`src/rtl/mem_stage.sv`:
```
// rtl/mem_stage.sv - MEM pipeline stage: EX->MEM register, stalled-load data hold, load lane select
module mem_stage #(
    parameter int EX_TO_MEM_WD = 147,
    parameter int MEM_TO_WB_WD = 136,
    parameter int MEM_TO_RF_WD = 104,
    parameter int StallBus     = 6
) (
    input  logic                    clk,
    input  logic                    rst,
    input  logic [StallBus-1:0]     stall,
    input  logic [EX_TO_MEM_WD-1:0] ex_to_mem_bus,
    input  logic [31:0]             data_sram_rdata,
    output logic [MEM_TO_WB_WD-1:0] mem_to_wb_bus,
    output logic [MEM_TO_RF_WD-1:0] mem_to_rf_bus
);

    localparam logic Stop   = 1'b1;
    localparam logic NoStop = 1'b0;

    logic [EX_TO_MEM_WD-1:0] ex_to_mem_bus_r;
    logic [31:0]             rdata_r;
    logic                    rdata_vld;

    // Field breakout of the registered EX->MEM bundle
    logic [4:0]  load_op;
    logic [65:0] hilo_bus;
    logic [31:0] pc;
    logic        data_ram_en;
    logic [3:0]  data_ram_wen;
    logic        sel_rf_res;
    logic        rf_we;
    logic [4:0]  rf_waddr;
    logic [31:0] ex_result;

    assign {load_op, hilo_bus, pc, data_ram_en, data_ram_wen,
            sel_rf_res, rf_we, rf_waddr, ex_result} = ex_to_mem_bus_r;

    // Store enables complete in EX; only the stall bits for EX and MEM matter here
    logic unused_fields;
    assign unused_fields = &{1'b0, data_ram_en, data_ram_wen, stall[5], stall[2:0]};

    logic ex_held;
    logic mem_held;
    logic is_load;
    assign ex_held  = (stall[3] == Stop);
    assign mem_held = (stall[4] == Stop);
    assign is_load  = |load_op;

    // Pipeline register: reset, bubble when EX stalls but MEM moves, load, else hold
    always_ff @(posedge clk) begin
        if (rst) begin
            ex_to_mem_bus_r <= '0;
        end else if (ex_held && !mem_held) begin
            ex_to_mem_bus_r <= '0;
        end else if (!ex_held) begin
            ex_to_mem_bus_r <= ex_to_mem_bus;
        end
    end

    // Capture the SRAM word on the first stalled MEM cycle of a load and freeze it
    always_ff @(posedge clk) begin
        if (rst) begin
            rdata_r   <= 32'h0;
            rdata_vld <= 1'b0;
        end else if (!ex_held || !mem_held) begin
            rdata_vld <= 1'b0;
        end else if (!rdata_vld && is_load) begin
            rdata_r   <= data_sram_rdata;
            rdata_vld <= 1'b1;
        end
    end

    logic [31:0] rd;
    assign rd = rdata_vld ? rdata_r : data_sram_rdata;

    logic [7:0]  byte_v;
    logic [15:0] half_v;
    logic [31:0] load_data;
    logic [31:0] rf_wdata;

    // Byte/halfword lane select and sign/zero extension by one-hot {lb, lbu, lh, lhu, lw}
    always_comb begin
        byte_v    = 8'h0;
        half_v    = 16'h0;
        load_data = rd;
        case (ex_result[1:0])
            2'd0:    byte_v = rd[7:0];
            2'd1:    byte_v = rd[15:8];
            2'd2:    byte_v = rd[23:16];
            default: byte_v = rd[31:24];
        endcase
        half_v = ex_result[1] ? rd[31:16] : rd[15:0];
        if (load_op[4]) begin
            load_data = {{24{byte_v[7]}}, byte_v};
        end else if (load_op[3]) begin
            load_data = {24'h0, byte_v};
        end else if (load_op[2]) begin
            load_data = {{16{half_v[15]}}, half_v};
        end else if (load_op[1]) begin
            load_data = {16'h0, half_v};
        end
    end

    assign rf_wdata = sel_rf_res ? load_data : ex_result;

    assign mem_to_wb_bus = {hilo_bus, pc, rf_we, rf_waddr, rf_wdata};
    assign mem_to_rf_bus = {hilo_bus, rf_we, rf_waddr, rf_wdata};

endmodule

```
`config.mk`:
```
export PLATFORM = sky130hd
export DESIGN_NAME = mem_stage
export DESIGN_NICKNAME = d
export VERILOG_FILES = /design/src/rtl/mem_stage.sv
export SDC_FILE = /design/constraint.sdc
export NUM_CORES = 1
export LEC_CHECK = 0
export BUFFER_PORTS_ARGS = -buffer_cell sky130_fd_sc_hd__buf_2
export CORE_AREA = 5 5 164 166
export DETAILED_ROUTE_END_ITERATION = 10
export DIE_AREA = 0 0 169 171
export PLACE_DENSITY = 0.65
export SYNTH_ARGS = -nofsm -noshare
export SYNTH_HDL_FRONTEND = slang
export SYNTH_SLANG_ARGS = --single-unit
```
`constraint.sdc`:
```
create_clock -name clk -period 2.82 [get_ports clk]
set_input_delay 0.282 -clock clk [delete_from_list [all_inputs] [get_ports clk]]
set_output_delay 0.282 -clock clk [all_outputs]
set_load 0.02 [all_outputs]
```
# After elaboration in Yosys (flattened, before gate mapping)
# Index checks and enable logic that the tools add are counted.
# W data, S select, Z words.
[classes]
n_eq_ne = 2
mux = 8
bitwise = 1
reduce_logical = 11
[ops]
columns = ["cell", "n"]
rows = [
  ["$mux W32", 6],
  ["$pmux W8 S3", 1],
  ["$mux W16", 1],
  ["$reduce_or A5 Y1", 1],
  ["$reduce_or A2 Y1", 2],
  ["$logic_not A1 Y1", 3],
  ["$eq A2 B1 Y1 const B", 1],
  ["$eq A2 B2 Y1 const B", 1],
  ["$logic_and A1 B1 Y1", 2],
  ["$logic_not A2 Y1", 1],
  ["$reduce_and A2 Y1", 1],
  ["$logic_or A1 B1 Y1", 1],
  ["$not A1 Y1", 1],
]
[totals]
register_bits = 180
wordCells = 25

# Logic depth before layout (Yosys ltp)
# Gate-level depths: netlist (run 1).
[logic_depth]
ltp_word = 7
ltp_mapped = 8
depth_no_buf = 4

# Worst setup path after synthesis (run 1)
# OpenSTA, ideal clock, no wires.
[synth_path]
path_type = "flip-flop to output port"
from = "register rdata_vld"
to = "output port mem_to_wb_bus[24]"
arrival_ns = 2.050
t_required_ns = 2.538
slack_ns = 0.488
stages_incl_launch_ff = 7
n_path_buf = 2
path_cell_list = "dfxtp_1 buf_6 mux2_2 mux4_2 a21boi_4 a31oi_1 buf_4"
[synth_via]
elab_chain_len = 6
[synth_lines]
columns = ["item", "line_no", "text"]
rows = [
  ["start: declaration", "22", "logic rdata_vld;"],
  ["start signal: assignment", "64", "rdata_vld <= 1'b0;"],
  ["start signal: assignment", "66", "rdata_vld <= 1'b0;"],
  ["start signal: assignment", "69", "rdata_vld <= 1'b1;"],
  ["$mux W32 *", "74", "assign rd = rdata_vld ? rdata_r : data_sram_rdata;"],
  ["$mux W32 / $mux W16 (equally long branches)", "99, 92", ""],
  ["$mux W32", "97", "end else if (load_op[2]) begin"],
  ["$mux W32", "95", "end else if (load_op[3]) begin"],
  ["$mux W32 *", "93", "if (load_op[4]) begin"],
  ["$mux W32 *", "104", "assign rf_wdata = sel_rf_res ? load_data : ex_result;"],
  ["end: declaration", "13", "output logic [MEM_TO_WB_WD-1:0] mem_to_wb_bus,"],
]
# Every way passes the cells marked *; elsewhere a longest branch is shown, timed or not.

# Final worst setup path (run 1)
[layout_path]
from = "register rdata_vld"
to = "output port mem_to_rf_bus[3]"
[layout_via]
elab_chain_len = 7
[layout_lines]
columns = ["item", "line_no", "text"]
rows = [
  ["$mux W32 *", "74", ""],
  ["$mux W16", "92", "half_v = ex_result[1] ? rd[31:16] : rd[15:0];"],
  ["$mux W32", "99", "end else if (load_op[1]) begin"],
  ["$mux W32", "97", ""],
  ["$mux W32", "95", ""],
  ["$mux W32 *", "93", ""],
  ["$mux W32 *", "104", ""],
  ["end: declaration", "14", "output logic [MEM_TO_RF_WD-1:0] mem_to_rf_bus"],
]
# Marked as above.

==> key figures, run 1 <==
Critical path
  – Worst path bufs/invs: 2
  – Critical Path RT: between 2 and 3 ns
  – Worst path max stage delay: ~0.48 ns
  – RR Startpoint: ex_to_mem_bus_r[146]
  – Crit path max-delay family: compound AO/OA/AOI/OAI gates
  – Crit Path Max Fanout: 30
  – Worst path arrival time: about 2.5 ns
  – Reg2reg setup slack: 1.05 ns
  – Reg-to-reg endpoint: rdata_r[3]
  – CP cell instances: buf_12, mux4_2, and2_1, a311oi_1, o22ai_1, buf_2
  – Crit path depth: 6
  – Kind of critical path: reg -> out
  – Type of element launching the critical path: flop
  – CP max-delay cell: dfxtp_4
  – Reg2Reg Depth: 7
  – CP endpoint kind: output pin

Layout
  – Most common cell after layout, fill and taps aside: buf_2
  – # diodes: 0
  – Layout net count: between 1000 and 1500
  – # fillers: between 2000 and 3000
  – Most frequent cells in the layout: buf_2, mux2i_1, dfxtp_1
  – Area Growth Syn to Fin: 16.8%
  – Ratio of cells with drive above 1 in the final layout: 0.415
  – Post-route cell area: approximately 11000 um2

Timing
  – Tcrit/Tclk final: 0.971
  – Final Max Tran Viols: 0
  – Peak Freq: 0.365 GHz
  – Worst Tran Pin Value: approximately 0.70 ns
  – Fin. Hold Viols: 0
  – Fin crit period: 2.74 ns
  – Final setup fails: 0
  – Max_slew headroom: 0.536
  – Setup TNS: 0 ns
  – RSZ-0062 raised after global routing: false
  – Setup Skew: 0.0125 ns

Logic synthesis
  – Main area contributors after synthesis: dfxtp_1, mux2i_1, buf_4
  – Register area share after synthesis: 0.381
  – Avg Inst Size Synth: 9.04 um2
  – Yosys Warn Count: 0
  – Synth top area share: 0.381
  – Syn_nets: about 1200
  – Synth area leader: dfxtp_1
  – Distinct cells, synth: 37
  – Gate Count Post-Synth: around 1000
  – FF+latch count, synth: around 180
  – Synthesized cell area: roughly 9200 um2

Floorplanning
  – Initial core utilization: 0.361
  – Die ar.: 28900 um2
  – Chip width: 169 um
  – IO Count: between 400 and 500
  – Core area: 25500 um2
  – Rows: between 50 and 60
  – Die Span Y: ~170 um

Place
  – Dpl cell area: about 10000 um2
  – Hpwl dp: 19600 um
  – Routability Congestion: roughly 0.91
  – Port bufs: between 400 and 500

Routing
  – Drt first-iter violations: 458
  – Vias: between 7000 and 8000
  – DR DRC count: 0
  – Via density: 4.70
  – WL/cell: about 17 um
  – WL final: about 26000 um
  – Routed Antenna Nets: 0
  – DRT Pass-1 Iters: 4

Power and ir drop
  – Power Total: approximately 0.0063 W
  – Static Leak: ~5.5 nW
  – Power Density: between 500 and 600 nW/um2
  – Worst vdd ir: 0.316 mV

Global route
  – Vias in the first global route: 6876
  – Total track usage: 0.167
  – Met1 Resource Use GR: 0.206
  – Total gr overflow: 0
  – Met2 Use GR: 0.283
  – GR peak layer: met2
  – First-pass GRT wire length: 38300 um
  – Met3 usage: 0.0490
  – Initial antenna violation count: 5
  – Pin count of the biggest net entering global routing: 89

Clocking
  – Clk_lat worst skew: 0.42 ns
  – Root Driver: clkbuf_16
  – Total CTS buffers: 17
  – CTS H-tree depth: 4
  – Num Clock Sinks: 175
  – CTS Buffer Depth: 2
  – Clock-pin slew on the worst setup and hold paths: around 0.08 ns
  – CTS tree: built

Min path
  – WHS Path Cells: 3
  – HP Class: in -> reg
  – WHS Endpoint: ex_to_mem_bus_r[87]
  – HP Start: ex_to_mem_bus[87]

Flow run
  – Max cap viols: 0

Status
  – Status: complete, no violations
## worst min-delay path: stages
cell and delay, ns:
buf_2 0.07, mux2i_1 0.05, nor2_1 0.07
## flip-flops by register name, indices dropped and copies added (netlist names)
name,count
ex_to_mem_bus_r,142
rdata_r,32
rdata_vld,1
## synthesized netlist by cell type, drive strengths merged
| master | number |
|---|---|
| buf | 225 |
| dfxtp | 175 |
| mux2i | 174 |
| nor2 | 170 |
| nand2 | 87 |
| clkbuf | 46 |
| a21oi | 41 |
| mux4 | 14 |
| o22a | 13 |
| inv | 9 |
| mux2 | 8 |
| a311oi | 6 |
| a31oi | 6 |
| o21ai | 6 |
| nand3 | 5 |
| and2 | 4 |
| nand2b | 4 |
| o211ai | 4 |
| o22ai | 4 |
| a21o | 2 |
| and3 | 2 |
| o21a | 2 |
| a211o | 1 |
| a211oi | 1 |
| a21boi | 1 |
| a221oi | 1 |
| nor2b | 1 |
| nor4 | 1 |
| o221ai | 1 |
| or2 | 1 |
| or4 | 1 |
## final cells by class
cell class,count,area [um2],share of cell area
inverters,9,33.8,0.00315
multi-input cells,561,3840,0.359
flip-flops and latches,175,3510,0.328
clock inverters,14,161,0.0151
clock buffers,18,439,0.0410
well taps,335,419,0.0391
repair buffers,441,2310,0.216
## worst max path at each step
stage	startpoint	end	slack (ns)
after global placement	rdata_vld	mem_to_rf_bus[25]	0.27
after detailed placement	rdata_vld	mem_to_rf_bus[26]	0.25
final	rdata_vld	mem_to_rf_bus[3]	0.08
after global routing	rdata_vld	mem_to_rf_bus[3]	0.002
after CTS	ex_to_mem_bus_r[0]	mem_to_rf_bus[19]	0.05
after floorplan	rdata_vld	mem_to_wb_bus[24]	0.49
## metal layers
layer | wire length, um | vias to the layer above | share of wire
met3 | 2170 | 44 | 0.084
met1 | 10500 | 3390 | 0.41
met5 | 49 | - | 0.0019
li1 | - | 3545 | -
met2 | 12500 | 315 | 0.49
met4 | 546 | 10 | 0.021
## cell families after synthesis
| logic type | after synthesis | synth area share |
|---|---|---|
| mux | 196 | 0.234 |
| compound gates | 89 | 0.0633 |
| buf+inv | 280 | 0.203 |
| simple gates | 276 | 0.118 |
| flops | 175 | 0.381 |
## power breakdown
part / switching [W] / total (W) / leakage, nW / internal, W
Sequential: 0.0000890 / 0.00268 / 1.43 / 0.00259
Combinational: 0.000737 / 0.00123 / 3.74 / 0.000488
Clock: 0.00116 / 0.00239 / 0.293 / 0.00122
Total: 0.00199 / 0.00629 / 5.47 / 0.00430
## per-stage QoR
step / std cells / utilization / hold slack [ns] / setup slack [ns]
final: 1553 / 0.421 / 0.0731 / 0.0814
after global routing: 1553 / 0.421 / 0.0652 / 0.00170
after CTS: 1553 / 0.421 / 0.0555 / 0.0498
after detailed placement: 1517 / 0.396 / 0.444 / 0.248
after global placement: 1517 / 0.396 / 0.438 / 0.273
after floorplan: 1016 / - / 0.418 / 0.488
## repair_timing
action,4_1_cts,5_1_grt
hold buffers,0,0
setup endpoints to repair,62,27
setup buffers,4,0
resized for setup,2,4
gates cloned,0,0
pin swaps,1,0
No activity file was read; power rests on OpenSTA's default activity.
==> run 2, diff against run 1 <==
==> config.mk (replaced) <==
export PLATFORM = sky130hd
export DESIGN_NAME = mem_stage
export DESIGN_NICKNAME = d
export VERILOG_FILES = /design/src/rtl/mem_stage.sv
export SDC_FILE = /design/constraint.sdc
export NUM_CORES = 1
export LEC_CHECK = 0
export CORE_AREA = 2 2 167 169
export DETAILED_ROUTE_END_ITERATION = 10
export DIE_AREA = 0 0 169 171
export DONT_BUFFER_PORTS = 1
export SYNTH_ARGS = -nofsm -noshare
export SYNTH_HDL_FRONTEND = slang
export SYNTH_SLANG_ARGS = --single-unit
==> key figures, run 2 (synthesis gave the netlist of run 1 again) <==
Global route
  – Initial antenna violation count: 1 (was 5)
  – Total gr overflow: 0 (unchanged)
  – Total track usage: 0.167 (about the same)
  – Pin count of the biggest net entering global routing: 145 (was 89)
  – First-pass GRT wire length: 37200 um (was 38300 um)
  – Vias in the first global route: 6516 (was 6876)

Layout
  – Biggest regs: ex_to_mem_bus_r: 142 flops, rdata_r: 32 flops, rdata_vld: 1 flops (unchanged)
  – Ratio of cells with drive above 1 in the final layout: 0.116 (was 0.415)
  – Most frequent cells in the layout: mux2i_1, dfxtp_1, nor2_1, dlygate4sd3_1, nand2_1 (was buf_2, mux2i_1, dfxtp_1)
  – Area Growth Syn to Fin: 17.2% (was 16.8%)
  – Layout net count: 1174 (was 1392)
  – Largest Register: ex_to_mem_bus_r (unchanged)
  – Most common cell after layout, fill and taps aside: mux2i_1 (was buf_2)
  – Final Util: 0.394 (was 0.421)
  – Largest register FFs: 142 (unchanged)

Critical path
  – RR Startpoint: ex_to_mem_bus_r[146] (unchanged)
  – Critical Path RT: 2.54 ns (about the same)
  – Kind of critical path: reg -> out (unchanged)
  – Reg-to-reg endpoint: rdata_r[14] (was rdata_r[3])
  – Worst path arrival time: 2.41 ns (was 2.46 ns)
  – Crit Path Max Fanout: 12 (was 30)
  – Type of element launching the critical path: flop (unchanged)
  – Reg2Reg Depth: 7 (unchanged)
  – CP endpoint kind: output pin (unchanged)
  – Reg2reg setup slack: 1.00 ns (was 1.05 ns)

Status
  – Status: complete, no violations (unchanged)

Timing
  – RSZ-0062 raised after global routing: false (unchanged)
  – Worst Tran Pin Value: 0.547 ns (was 0.697 ns)
  – Fin. Hold Viols: 0 (unchanged)
  – Fin crit period: 2.69 ns (was 2.74 ns)
  – Tcrit/Tclk final: 0.955 (was 0.971)
  – Final Max Tran Viols: 0 (unchanged)
  – Max_slew headroom: 0.635 (was 0.536)
  – Final setup fails: 0 (unchanged)
  – Min Hold Slack: 0.0123 ns (was 0.0731 ns)
  – Peak Freq: 0.371 GHz (was 0.365 GHz)
  – Setup Skew: 0.00793 ns (was 0.0125 ns)
  – Post-route setup slack: 0.128 ns (was 0.0814 ns)
  – Setup TNS: 0 ns (unchanged)

Routing
  – Vias: 6537 (was 7304)
  – Via density: 4.85 (was 4.70)
  – DRT Pass-1 Iters: 5 (was 4)
  – Drt first-iter violations: 454 (was 458)
  – DR DRC count: 0 (unchanged)
  – WL/cell: 18.6 um (was 16.6 um)
  – Routed Antenna Nets: 0 (unchanged)
  – WL final: 25100 um (was 25700 um)

Place
  – Pre-CTS setup slack: 0.295 ns (was 0.248 ns)
  – Hpwl dp: 16100 um (was 19600 um)
  – Routability Congestion: 0.806 (was 0.905)
  – Port bufs: 0 (was 417)

Power and ir drop
  – Internal power: 0.00446 W (was 0.00430 W)
  – Net Sw Power: 0.00182 W (was 0.00199 W)
  – Clock power share: 0.386 (was 0.379)
  – Switching share of power: 0.290 (was 0.316)
  – Power Density: 583 nW/um2 (was 587 nW/um2)
  – Combinational share of power: 0.160 (was 0.195)
  – Seq pwr share: 0.455 (was 0.426)
  – Worst vdd ir: 0.388 mV (was 0.316 mV)
  – Static Leak: 4.44 nW (was 5.47 nW)

Floorplanning
  – Initial core utilization: 0.336 (was 0.361)
  – IO Count: 427 (unchanged)
  – Rows: 61 (was 59)
  – Core area: 27300 um2 (was 25500 um2)
  – Die ar.: 28900 um2 (unchanged)
  – Chip width: 169 um (unchanged)
  – Die Span Y: 171 um (unchanged)

Clocking
  – Root Driver: clkbuf_16 (unchanged)
  – CTS tree: built (unchanged)
  – Total CTS buffers: 17 (unchanged)
  – Num Clock Sinks: 175 (unchanged)
  – CTS H-tree depth: 4 (unchanged)
  – CTS Buffer Depth: 2 (unchanged)
  – Clk_lat worst skew: 0.43 ns (was 0.42 ns)
  – Clock-pin slew on the worst setup and hold paths: 0.07 ns (was 0.08 ns)

Min path
  – HP Class: in -> reg (unchanged)
  – WHS Path Cells: 2 (was 3)
  – WHS Endpoint: ex_to_mem_bus_r[81] (was ex_to_mem_bus_r[87])
  – HP Start: ex_to_mem_bus[81] (was ex_to_mem_bus[87])

Flow run
  – Max cap viols: 0 (unchanged)
## run 2: how the worst max path moves through the flow
stage / start / to / slack (ns) / cells past startpoint
after CTS: rdata_vld / mem_to_rf_bus[25] / 0.01 / 5
after detailed placement: ex_to_mem_bus_r[1] / mem_to_rf_bus[3] / 0.29 / 5
after global placement: ex_to_mem_bus_r[1] / mem_to_rf_bus[3] / 0.31 / 5
after floorplan: rdata_vld / mem_to_wb_bus[24] / 0.49 / 6
after global routing: rdata_vld / mem_to_wb_bus[24] / 0.07 / 7
final: rdata_vld / mem_to_rf_bus[25] / 0.13 / 7
## run 2: critical path, stage by stage (launching register included)
cell and delay, ns:
dfxtp_4 0.38, buf_12 0.14, mux2_2 0.33, mux4_2 0.51, a21boi_4 0.19, buf_12 0.14
a31oi_1 0.08, buf_4 0.20
## run 2: routing by layer
| layer | part of all wire | GRT usage | vias to the layer above |
|---|---|---|---|
| met5 | 0 | 0 | - |
| met4 | 0.024 | 0.0621 | 0 |
| met3 | 0.067 | 0.0479 | 34 |
| met2 | 0.49 | 0.288 | 283 |
| met1 | 0.41 | 0.198 | 3098 |
| li1 | - | - | 3122 |
## run 2: power groups by stage
stage | clock (W) | sequential (W) | combinational [W]
after detailed placement | 0 | 0.00292 | 0.000772
after CTS | 0.00249 | 0.00286 | 0.000985
final | 0.00242 | 0.00286 | 0.00100
after global placement | 0 | 0.00291 | 0.000761
after floorplan | 0 | 0.00271 | 0.000993
after global routing | 0.00259 | 0.00287 | 0.00108
## run 2: what timing repair did
action                                  4_1_cts  5_1_grt
setup buffers                                 0        4
resized for setup                             2        3
hold endpoints to repair                    167        1
endpoints found under the setup margin       56       26
pin swaps                                     1        1
hold buffers                                170        1
## run 2: per-stage QoR
step	std cells	power, W	area [um2]
after detailed placement	1139	0.00369	8380
after global placement	1139	0.00367	8380
after floorplan	1016	0.00370	9190
final	1347	0.00628	10800
after global routing	1346	0.00654	10800
after CTS	1340	0.00634	10700
## run 2: layout make-up
type                       count  area (um2)
tap                          346         433
fill                        2679       16600
clock buffer                  18         439
inverter                       9        33.8
clock inverter                13         155
sequential                   175        3510
timing repair buffer         223        2350
antenna                        2        5.00
multi-input combinational    561        3840
